## src/rtl/vga_sprite_pkg.sv

```systemverilog
// Shared types for the sprite-RAM port arbiter: owner state, default address width, pixel word.
package vga_sprite_pkg;

    localparam int AW_DEFAULT = 12;

    typedef logic [15:0] pix_word_t;

    typedef enum logic [1:0] {
        OWN_IDLE = 2'd0,
        OWN_RD_A = 2'd1,
        OWN_RD_B = 2'd2
    } owner_e;

endpackage

```

## src/rtl/vga_sprite_port_arbiter_if.sv

```systemverilog
// Renderer (A), host (B) and sprite-RAM signal bundle; slave = arbiter side, master = environment side.
interface vga_sprite_port_arbiter_if #(
    parameter int AW = vga_sprite_pkg::AW_DEFAULT
);
    import vga_sprite_pkg::*;

    logic            display_active;

    logic            a_req;
    logic [AW-1:0]   a_addr;
    logic            a_gnt;
    logic            a_rvalid;
    pix_word_t       a_rdata;

    logic            b_req;
    logic            b_we;
    logic [AW-1:0]   b_addr;
    pix_word_t       b_wdata;
    logic [1:0]      b_be;
    logic            b_gnt;
    logic            b_rvalid;
    pix_word_t       b_rdata;

    logic [AW-1:0]   ram_address;
    logic            ram_chipselect;
    logic            ram_write;
    pix_word_t       ram_writedata;
    logic [1:0]      ram_byteenable;
    logic            ram_clken;
    pix_word_t       ram_readdata;

    modport slave (
        input  display_active,
        input  a_req, a_addr,
        output a_gnt, a_rvalid, a_rdata,
        input  b_req, b_we, b_addr, b_wdata, b_be,
        output b_gnt, b_rvalid, b_rdata,
        output ram_address, ram_chipselect, ram_write, ram_writedata, ram_byteenable, ram_clken,
        input  ram_readdata
    );

    modport master (
        output display_active,
        output a_req, a_addr,
        input  a_gnt, a_rvalid, a_rdata,
        output b_req, b_we, b_addr, b_wdata, b_be,
        input  b_gnt, b_rvalid, b_rdata,
        input  ram_address, ram_chipselect, ram_write, ram_writedata, ram_byteenable, ram_clken,
        output ram_readdata
    );

endinterface

```

## src/rtl/vga_sprite_port_arbiter.sv

```systemverilog
// Two-requester arbiter for the 16-bit sprite-RAM port: same-cycle grant, 1-cycle read return, requesters hold until granted.
// VGA_SPRITE_ARB_STARVE_EN builds the host anti-starvation counter (otherwise strict renderer priority in display).
module vga_sprite_port_arbiter
    import vga_sprite_pkg::*;
#(
    parameter int MAX_WAIT = 15,
    parameter int AW       = AW_DEFAULT
) (
    input  logic                       clk,
    input  logic                       reset,
    vga_sprite_port_arbiter_if.slave   bus
);

    if (MAX_WAIT < 1 || MAX_WAIT > 255) begin : g_bad_max_wait
        $error("MAX_WAIT must be in 1..255");
    end

    owner_e        own_q, own_d;
    logic          a_gnt, b_gnt;
    logic          starve;
    logic [AW-1:0] addr_mux;

`ifdef VGA_SPRITE_ARB_STARVE_EN
    localparam logic [7:0] WAIT_LIM = 8'(MAX_WAIT);

    logic [7:0] wait_q, wait_d;

    assign starve = (wait_q == WAIT_LIM);

    // Counts consecutive refused cycles of a pending host request.
    always_comb begin
        wait_d = 8'd0;
        if (bus.b_req && !b_gnt) begin
            wait_d = starve ? wait_q : wait_q + 8'd1;
        end
    end

    always_ff @(posedge clk) begin
        if (reset) begin
            wait_q <= 8'd0;
        end else begin
            wait_q <= wait_d;
        end
    end
`else
    assign starve = 1'b0;
`endif

    always_comb begin
        a_gnt = 1'b0;
        b_gnt = 1'b0;
        if (!reset) begin
            if (bus.a_req && bus.b_req) begin
                if (bus.display_active && !starve) begin
                    a_gnt = 1'b1;
                end else begin
                    b_gnt = 1'b1;
                end
            end else begin
                a_gnt = bus.a_req;
                b_gnt = bus.b_req;
            end
        end
    end

    assign addr_mux           = b_gnt ? bus.b_addr : bus.a_addr;

    assign bus.a_gnt          = a_gnt;
    assign bus.b_gnt          = b_gnt;
    assign bus.ram_chipselect = a_gnt | b_gnt;
    assign bus.ram_address    = addr_mux;
    assign bus.ram_write      = b_gnt & bus.b_we;
    assign bus.ram_writedata  = b_gnt ? bus.b_wdata : 16'h0000;
    assign bus.ram_byteenable = b_gnt ? bus.b_be : 2'b11;
    assign bus.ram_clken      = 1'b1;

    always_comb begin
        own_d = OWN_IDLE;
        if (a_gnt) begin
            own_d = OWN_RD_A;
        end else if (b_gnt && !bus.b_we) begin
            own_d = OWN_RD_B;
        end
    end

    always_ff @(posedge clk) begin
        if (reset) begin
            own_q <= OWN_IDLE;
        end else begin
            own_q <= own_d;
        end
    end

    // Reset gates the return combinationally so a read granted just before reset never surfaces.
    assign bus.a_rvalid = (own_q == OWN_RD_A) && !reset;
    assign bus.b_rvalid = (own_q == OWN_RD_B) && !reset;
    assign bus.a_rdata  = bus.a_rvalid ? bus.ram_readdata : 16'h0000;
    assign bus.b_rdata  = bus.b_rvalid ? bus.ram_readdata : 16'h0000;

endmodule
```

## src/flat_wrapper.sv

```systemverilog
// flat-port wrapper written by rule: the top's interface ports become plain ports
module vga_sprite_port_arbiter_flat import vga_sprite_pkg::*;
#(
    parameter int MAX_WAIT = 15,
    parameter int AW       = AW_DEFAULT
)
  (clk, reset, bus_display_active, bus_a_req, bus_a_addr, bus_a_gnt, bus_a_rvalid, bus_a_rdata, bus_b_req, bus_b_we, bus_b_addr, bus_b_wdata, bus_b_be, bus_b_gnt, bus_b_rvalid, bus_b_rdata, bus_ram_address, bus_ram_chipselect, bus_ram_write, bus_ram_writedata, bus_ram_byteenable, bus_ram_clken, bus_ram_readdata);
  vga_sprite_port_arbiter_if #(.AW(AW)) bus_i ();
  input  logic clk;
  input  logic reset;
  input wire logic [$bits(bus_i.display_active)-1:0] bus_display_active;
  input wire logic [$bits(bus_i.a_req)-1:0] bus_a_req;
  input wire logic [$bits(bus_i.a_addr)-1:0] bus_a_addr;
  output wire logic [$bits(bus_i.a_gnt)-1:0] bus_a_gnt;
  output wire logic [$bits(bus_i.a_rvalid)-1:0] bus_a_rvalid;
  output wire logic [$bits(bus_i.a_rdata)-1:0] bus_a_rdata;
  input wire logic [$bits(bus_i.b_req)-1:0] bus_b_req;
  input wire logic [$bits(bus_i.b_we)-1:0] bus_b_we;
  input wire logic [$bits(bus_i.b_addr)-1:0] bus_b_addr;
  input wire logic [$bits(bus_i.b_wdata)-1:0] bus_b_wdata;
  input wire logic [$bits(bus_i.b_be)-1:0] bus_b_be;
  output wire logic [$bits(bus_i.b_gnt)-1:0] bus_b_gnt;
  output wire logic [$bits(bus_i.b_rvalid)-1:0] bus_b_rvalid;
  output wire logic [$bits(bus_i.b_rdata)-1:0] bus_b_rdata;
  output wire logic [$bits(bus_i.ram_address)-1:0] bus_ram_address;
  output wire logic [$bits(bus_i.ram_chipselect)-1:0] bus_ram_chipselect;
  output wire logic [$bits(bus_i.ram_write)-1:0] bus_ram_write;
  output wire logic [$bits(bus_i.ram_writedata)-1:0] bus_ram_writedata;
  output wire logic [$bits(bus_i.ram_byteenable)-1:0] bus_ram_byteenable;
  output wire logic [$bits(bus_i.ram_clken)-1:0] bus_ram_clken;
  input wire logic [$bits(bus_i.ram_readdata)-1:0] bus_ram_readdata;
  assign bus_i.display_active = bus_display_active;
  assign bus_i.a_req = bus_a_req;
  assign bus_i.a_addr = bus_a_addr;
  assign bus_a_gnt = bus_i.a_gnt;
  assign bus_a_rvalid = bus_i.a_rvalid;
  assign bus_a_rdata = bus_i.a_rdata;
  assign bus_i.b_req = bus_b_req;
  assign bus_i.b_we = bus_b_we;
  assign bus_i.b_addr = bus_b_addr;
  assign bus_i.b_wdata = bus_b_wdata;
  assign bus_i.b_be = bus_b_be;
  assign bus_b_gnt = bus_i.b_gnt;
  assign bus_b_rvalid = bus_i.b_rvalid;
  assign bus_b_rdata = bus_i.b_rdata;
  assign bus_ram_address = bus_i.ram_address;
  assign bus_ram_chipselect = bus_i.ram_chipselect;
  assign bus_ram_write = bus_i.ram_write;
  assign bus_ram_writedata = bus_i.ram_writedata;
  assign bus_ram_byteenable = bus_i.ram_byteenable;
  assign bus_ram_clken = bus_i.ram_clken;
  assign bus_i.ram_readdata = bus_ram_readdata;
  vga_sprite_port_arbiter #(.MAX_WAIT(MAX_WAIT), .AW(AW)) u_core (.clk(clk), .reset(reset), .bus(bus_i));
endmodule
```

## config.mk

```make
export PLATFORM = sky130hd
export DESIGN_NAME = vga_sprite_port_arbiter_flat
export DESIGN_NICKNAME = d
export VERILOG_FILES = /design/src/rtl/vga_sprite_pkg.sv /design/src/rtl/vga_sprite_port_arbiter_if.sv /design/src/rtl/vga_sprite_port_arbiter.sv /design/src/flat_wrapper.sv
export SDC_FILE = /design/constraint.sdc
export NUM_CORES = 1
export LEC_CHECK = 0
export ABC_AREA = 0
export BUFFER_PORTS_ARGS = -buffer_cell sky130_fd_sc_hd__buf_2
export CAP_MARGIN = 30
export CORE_UTILIZATION = 24
export DETAILED_ROUTE_END_ITERATION = 6
export GPL_TIMING_DRIVEN = 0
export PLACE_DENSITY = 0.88
export RECOVER_POWER = 50
export SETUP_SLACK_MARGIN = 0.1
export SYNTH_ARGS = -nofsm -noshare
export SYNTH_HDL_FRONTEND = slang
export SYNTH_SLANG_ARGS = --single-unit
```

## constraint.sdc

```tcl
create_clock -name clk -period 2.5 [get_ports clk]
set_input_delay 0.75 -clock clk [delete_from_list [all_inputs] [get_ports clk]]
set_output_delay 0.75 -clock clk [all_outputs]
set_load 0.005 [all_outputs]
```

# Word-level counts from Yosys, hierarchy flattened
# Cells that the tools add are included.
# totals
regBits	2
output_inout_bits	69
elab_cells	26
# classes
eq_ne	2
muxes	13
bitwise	2
n_reduce_logical	7
# ops
cell	n
$mux 16	3
$mux 12	1
$mux 1	7
$logic_and 1x1->1	4
$mux 2	2
$eq 2x1->1 const B	1
$eq 2x2->1 const B	1
$logic_not 1->1	2
$reduce_or 2->1	1
$and 1x1->1	1
$or 1x1->1	1

# Longest topological paths before layout
# Gate-level depths: netlist (run 1).
# depth
word_depth	6
ltp_mapped	4
ltp_nobuf	3

# Least setup slack after synthesis (run 1)
# No wires, ideal clock.
# synth_path
path_kind	input port to output port
from	input port bus_display_active
to	output port bus_ram_address[0]
t_arrival_ps	1619
path_slack_ps	131
stages	3
cell_sequence	a211oi_4 -> buf_4 -> mux2_2
# synth_via
elab_chain_cells	4
# synth_rtl
item	line_no	source
start, declared	flat_wrapper.sv:11	input wire logic [$bits(bus_i.display_active)-1:0] bus_display_active;
$mux 1	vga_sprite_port_arbiter.sv:54	if (bus.display_active && !starve) begin
$mux 1	vga_sprite_port_arbiter.sv:53	if (bus.a_req && bus.b_req) begin
$mux 1	vga_sprite_port_arbiter.sv:52	if (!reset) begin
$mux 12	vga_sprite_port_arbiter.sv:66	assign addr_mux = b_gnt ? bus.b_addr : bus.a_addr;
end, declared	flat_wrapper.sv:25	output wire logic [$bits(bus_i.ram_address)-1:0] bus_ram_address;
# No other way between the ends.

# Final worst setup path (run 1)
# layout_path
from	input port bus_a_req
to	output port bus_ram_address[10]
# layout_via
elab_chain_cells	4
# layout_rtl
item	line_no	source
start, declared	flat_wrapper.sv:12	input wire logic [$bits(bus_i.a_req)-1:0] bus_a_req;
$logic_and 1x1->1	vga_sprite_port_arbiter.sv:53	
$mux 1	vga_sprite_port_arbiter.sv:53	
$mux 1	vga_sprite_port_arbiter.sv:52	
$mux 12	vga_sprite_port_arbiter.sv:66	
# No other way between the ends.

==> results.md, run 1 <==
* Clk buf depth at 2
* Lkg Pwr at roughly 1 nW
* Setup slack after layout at -79.3 ps
* Post-DP HPWL at 2170 um
* WL/cell at 12.9 um
* Failing checks: setup timing
* Slowest stage delay, CP at approximately 350 ps
* PD cells at approximately 200 nW/um^2
* WL final at 3230 um
* Via density at approximately 4.4
* Initial antenna violation count at 0
* Initial Util at about a quarter
* Placement Setup Slack at -223 ps
* Mean Syn Cell Area at between 7 and 8 um^2
* DRC viols at 0
* Top flop regs: u_core.own_q: 2 flops
* Period utilization at 103%
* Setup TNS at -890 ps
* Final slew viol count at 0
* Period minus WS final at around 2600 ps
* Unique masters post-synth at 13
* First-pass GRT wire length at about 3900 um
* Post-DRT Antenna Nets at 0
* CTS clk-pin slew, worst paths at around 30 ps
* Status: complete, but fails checks
* Register area share after synthesis at about 6.5%
* H-tree depth at 1
* Cell Area, Synth at approximately 610 um^2
* Critical path arrival at 1830 ps
* Area Overhead vs Synth at 169%
* Crit-path max FO at 5
* Reg with most FFs: u_core.own_q
* Congestion Overflow GR at 0
* Worst Hold Class: in -> reg
* RSZ-0062 raised after global routing: yes
* Vias at between 1000 and 1500
* Min-delay src: bus_b_we
* CTS tree: done
* Number of flip-flops in the largest register at 2
* Register Area at 40.0 um^2
* Startpoint types: input pin
* Commonest non-fill, non-tap cell in the layout: buf_2
* Pin count of the biggest net entering global routing at 11
* Type of the worst setup path: in -> out
* Fmax at 0.388 GHz
* Max IR drop VDD at 0.000204 V
* Count of final hold-check violations at 0
* Number of detailed-route iterations in the first pass at 4
* Final Core Density at a little under three quarters
* Vias in the first global route at 936
* Synth top area cells: and2_1, mux2_2, dfxtp_1
* Clk sink count at 2
* Row Count at 17
* Layout cell share with drive strength beyond 1 at around three quarters
* Gpl congestion at 0.711
* Critical-path top delay cell: a211oi_4
* Setup violators final at 16
* Core area at 2300 um^2
* Num ports at about 130
* Die width at about 52 um
* Design Area, Final at 1640 um^2
* Initial DRC count at 8
* Cell family with most CP delay: buffers and inverters
* Worst Path Required at around 1800 ps
* # diodes at 0
* Area occupied by multi-input gates at 611 um^2
* Most used cell, CP: buf_6
* TritonCTS buffer count at 3
* Syn nets at ~150
* # fillers at about 180
* Most frequent cells in the layout: buf_2, and2_1, buf_6, mux2_4, and2_4
* Clock Tree Root: clkbuf_4
* Critical Path, Cell by Cell: buf_8, a211oi_4, buf_6, mux2_4, buf_6
* Hold path depth at 2
* Crit end category: output port
* Die Height at ~52 um
* IO buf count at approximately 130
* Synth area leader: and2_1
* Gr usage total at a little under a fifth
* Maximum capacitance violations at 0
* Yosys top cell area share at between 50% and 60%
* Layout Nets at ~290
* Flops & latches, synth at 2
* Placed inst area at 1300 um^2
* Mapped Cells at 82
* Die area at ~2800 um^2
* Worst path buffer plus inverter count at 3
* Yosys synthesis warning count at 0
* Worst hold slack at 713 ps
* Hold EP: u_core.own_q[1]
[synth_stat cells]
| master | number |
|---|---|
| and2_1 | 49 |
| mux2_2 | 12 |
| buf_4 | 4 |
| clkbuf_1 | 2 |
| dfxtp_1 | 2 |
| inv_1 | 2 |
| nand2b_1 | 2 |
| nor2_1 | 2 |
| nor3b_1 | 2 |
| o211a_1 | 2 |
| a211oi_4 | 1 |
| conb_1 | 1 |
| nor2b_1 | 1 |
[worst max-delay path by stage]
stage | startpoint | cells after the start | to | slack, ps
after floorplan | bus_display_active | 3 | bus_ram_address[0] | 130
after global placement | reset | 5 | bus_a_rdata[10] | -230
after detailed placement | bus_display_active | 5 | bus_ram_address[0] | -220
after CTS | bus_a_req | 5 | bus_ram_address[0] | -80
after global routing | bus_a_req | 5 | bus_ram_address[9] | -100
final | bus_a_req | 5 | bus_ram_address[10] | -80
[final cells by class]
type,instances,share of cell area [%]
plain buffers,6,3.05
clock buffers,3,1.37
inverters,2,0.457
multi-input cells,72,37.2
flip-flops and latches,2,2.44
well taps,28,2.13
repair buffers,137,53.4
[repair_timing]
action,in CTS,in global routing
hold buffers,0,0
setup buffers,2,2
gates resized for setup,44,21
gates cloned,1,1
pin swaps,1,10
endpoints found under the setup margin,66,48
[layer usage]
layer / up-vias / share of wire [%] / GRT usage (%)
met5: - / 0 / 0
met3: 4 / 11 / 4.06
li1: 539 / - / -
met1: 471 / 31 / 18.9
met4: 0 / 1.1 / 4.39
met2: 82 / 56 / 37.8
[logic make-up (layout without fill, tap and decap cells)]
group	Yosys count	after routing	synth area share [%]
AND/OR/NAND/NOR	56	56	56.9
buffers and inverters	8	148	7.36
AO/OA/AOI/OAI	3	3	6.54
flip-flops	2	2	6.54
multiplexers	12	12	22.1
other	1	1	0.613
[power by group]
part	total [W]	switching (W)	internal [W]
clock	0.0000709	0.0000179	0.0000530
sequential	0.0000347	0.00000109	0.0000337
combinational	0.000218	0.0000765	0.000141
[through the flow]
| stage | power, W | cells |
|---|---|---|
| final | 0.000323 | 250 |
| after global routing | 0.000342 | 250 |
| after CTS | 0.000305 | 247 |
| after detailed placement | 0.000182 | 241 |
| after global placement | 0.000179 | 241 |
| after floorplan | 0.0000907 | 82 |
Power figures use the tool's default switching activity.
==> inputs of run 2 (changes only) <==
--- a/config.mk
+++ b/config.mk
@@ -8,6 +8,7 @@
 export ABC_AREA = 0
 export BUFFER_PORTS_ARGS = -buffer_cell sky130_fd_sc_hd__buf_2
 export CAP_MARGIN = 30
+export CORE_ASPECT_RATIO = 1.2
 export CORE_UTILIZATION = 24
 export DETAILED_ROUTE_END_ITERATION = 6
 export GPL_TIMING_DRIVEN = 0
==> results.md, run 2 (synthesis results as in run 1) <==
* Status: complete, but fails checks
* Failing checks: setup timing
* WL/cell at between 10 and 15 um
* Post-DRT Antenna Nets at 0
* WL final at 2860 um
* Die width at around 48 um
* IO buf count at about 130
* Crit-path max FO at 5
* Row Count at 19
* Core area at 2350 um^2
* Worst Path Required at ~1800 ps
* Commonest non-fill, non-tap cell in the layout: buf_2
* Layout cell share with drive strength beyond 1 at 74.4%
* Area Overhead vs Synth at 168%
* Critical-path top delay cell: a211oi_4
* DRC viols at 0
* Slowest stage delay, CP at around 330 ps
* Final Core Density at 69.6%
* # fillers at around 220
* Worst Hold Class: in -> reg
* CTS clk-pin slew, worst paths at roughly 30 ps
* H-tree depth at 1
* Setup TNS at -471 ps
* PD cells at a little under 200 nW/um^2
* Pin count of the biggest net entering global routing at 11
* Count of final hold-check violations at 0
* Crit end category: output port
* Layout Nets at approximately 290
* # diodes at 0
* Initial Util at ~26%
* Gr usage total at about 20%
* Vias at between 1000 and 1500
* Initial antenna violation count at 0
* Clock Tree Root: clkbuf_4
* Vias in the first global route at around 950
* Startpoint types: input pin
* Via density at roughly 4.3
* Net Sw Frac at between 20 and 30%
* Gpl congestion at just over 0.7
* Setup violators final at 12
* Critical path arrival at approximately 1800 ps
* Type of the worst setup path: in -> out
* Top flop regs: u_core.own_q: 2 flops
* CTS Hold Bufs at 0
* Combinational Power Share at 66.7%
* Net switching power at a little under 0.00009 W
* Max IR drop VDD at between 0.00015 and 0.0002 V
* Post-DP HPWL at about 2200 um
* Period utilization at 102%
* TritonCTS buffer count at 3
* Dpl cells at 244
* Initial DRC count at 11
* CTS tree: done
* Total Power at around 0.00031 W
* Hold path depth at 2
* Num ports at 133
* Number of detailed-route iterations in the first pass at 4
* Critical Path, Cell by Cell: buf_8, a211oi_4, buf_6, mux2_4, buf_6
* Reg with most FFs: u_core.own_q
* Final std cells w/o fill at 254
* Most used cell, CP: buf_6
* Number of flip-flops in the largest register at 2
* Clock share of power at ~22%
* Register Area at approximately 40 um^2
* Area occupied by multi-input gates at roughly 610 um^2
* Die Height at 57.3 um
* Die area at between 2000 and 3000 um^2
* P_int at approximately 0.00023 W
* Most frequent cells in the layout: buf_2, and2_1, buf_6, mux2_4, buf_4
* Placement Setup Slack at -283 ps
* Clk buf depth at 2
* Final slew viol count at 0
* Clk sink count at 2
* Lkg Pwr at ~1.0 nW
* Seq pwr share at between 10 and 15%
* Congestion Overflow GR at 0
* Fmax at just under 0.4 GHz
* Maximum capacitance violations at 0
* First-pass GRT wire length at between 3000 and 4000 um
* Period minus WS final at approximately 2500 ps
* Setup slack after layout at -44.0 ps
* RSZ-0062 raised after global routing: yes
-- run 2: area by class of cell --
cell class                      instances  share of cell area, %
Inverter                                2                  0.458
Tap cell                               31                   2.37
Timing Repair Buffer                  138                   52.3
Clock buffer                            3                   1.37
Sequential cell                         2                   2.44
Multi-Input combinational cell         72                   37.2
Buffer                                  6                   3.89
-- run 2: worst paths after layout --
path | startpoint | endpoint
max | bus_display_active | bus_ram_address[0]
min | bus_b_we | u_core.own_q[1]
-- run 2: routing by layer --
metal	wire, um	vias up	global-route usage, %
met4	47	0	8.73
li1	-	539	-
met3	280	6	4.11
met5	0	-	0
met1	924	469	18.5
met2	1610	83	37.6
-- run 2: power by group through the flow --
stage	Sequential [W]	Clock, W	Combinational [W]
final	0.0000351	0.0000696	0.000210
after global placement	0.0000345	0	0.000143
after global routing	0.0000354	0.0000792	0.000226
after detailed placement	0.0000346	0	0.000147
after floorplan	0.0000345	0	0.0000562
after CTS	0.0000348	0.0000755	0.000200
-- run 2: critical path, delay by kind of cell --
kind | cells | cell delay [ps]
buf+inv | 3 | 410
compound gates | 1 | 330
mux | 1 | 310
-- run 2: repair_timing --
item                                    in CTS  in global routing
pin swaps                                    2                  2
gates cloned                                 1                  0
gates resized for setup                     46                 15
hold endpoints to repair                     0                  0
buffers inserted                             5                  1
endpoints found under the setup margin      66                 49
-- run 2: per-stage QoR --
| stage | hold WS, ps | area, um^2 |
|---|---|---|
| final | 697 | 1640 |
| after floorplan | 822 | 612 |
| after global routing | 699 | 1640 |
| after detailed placement | 925 | 1310 |
| after global placement | 928 | 1310 |
| after CTS | 687 | 1570 |
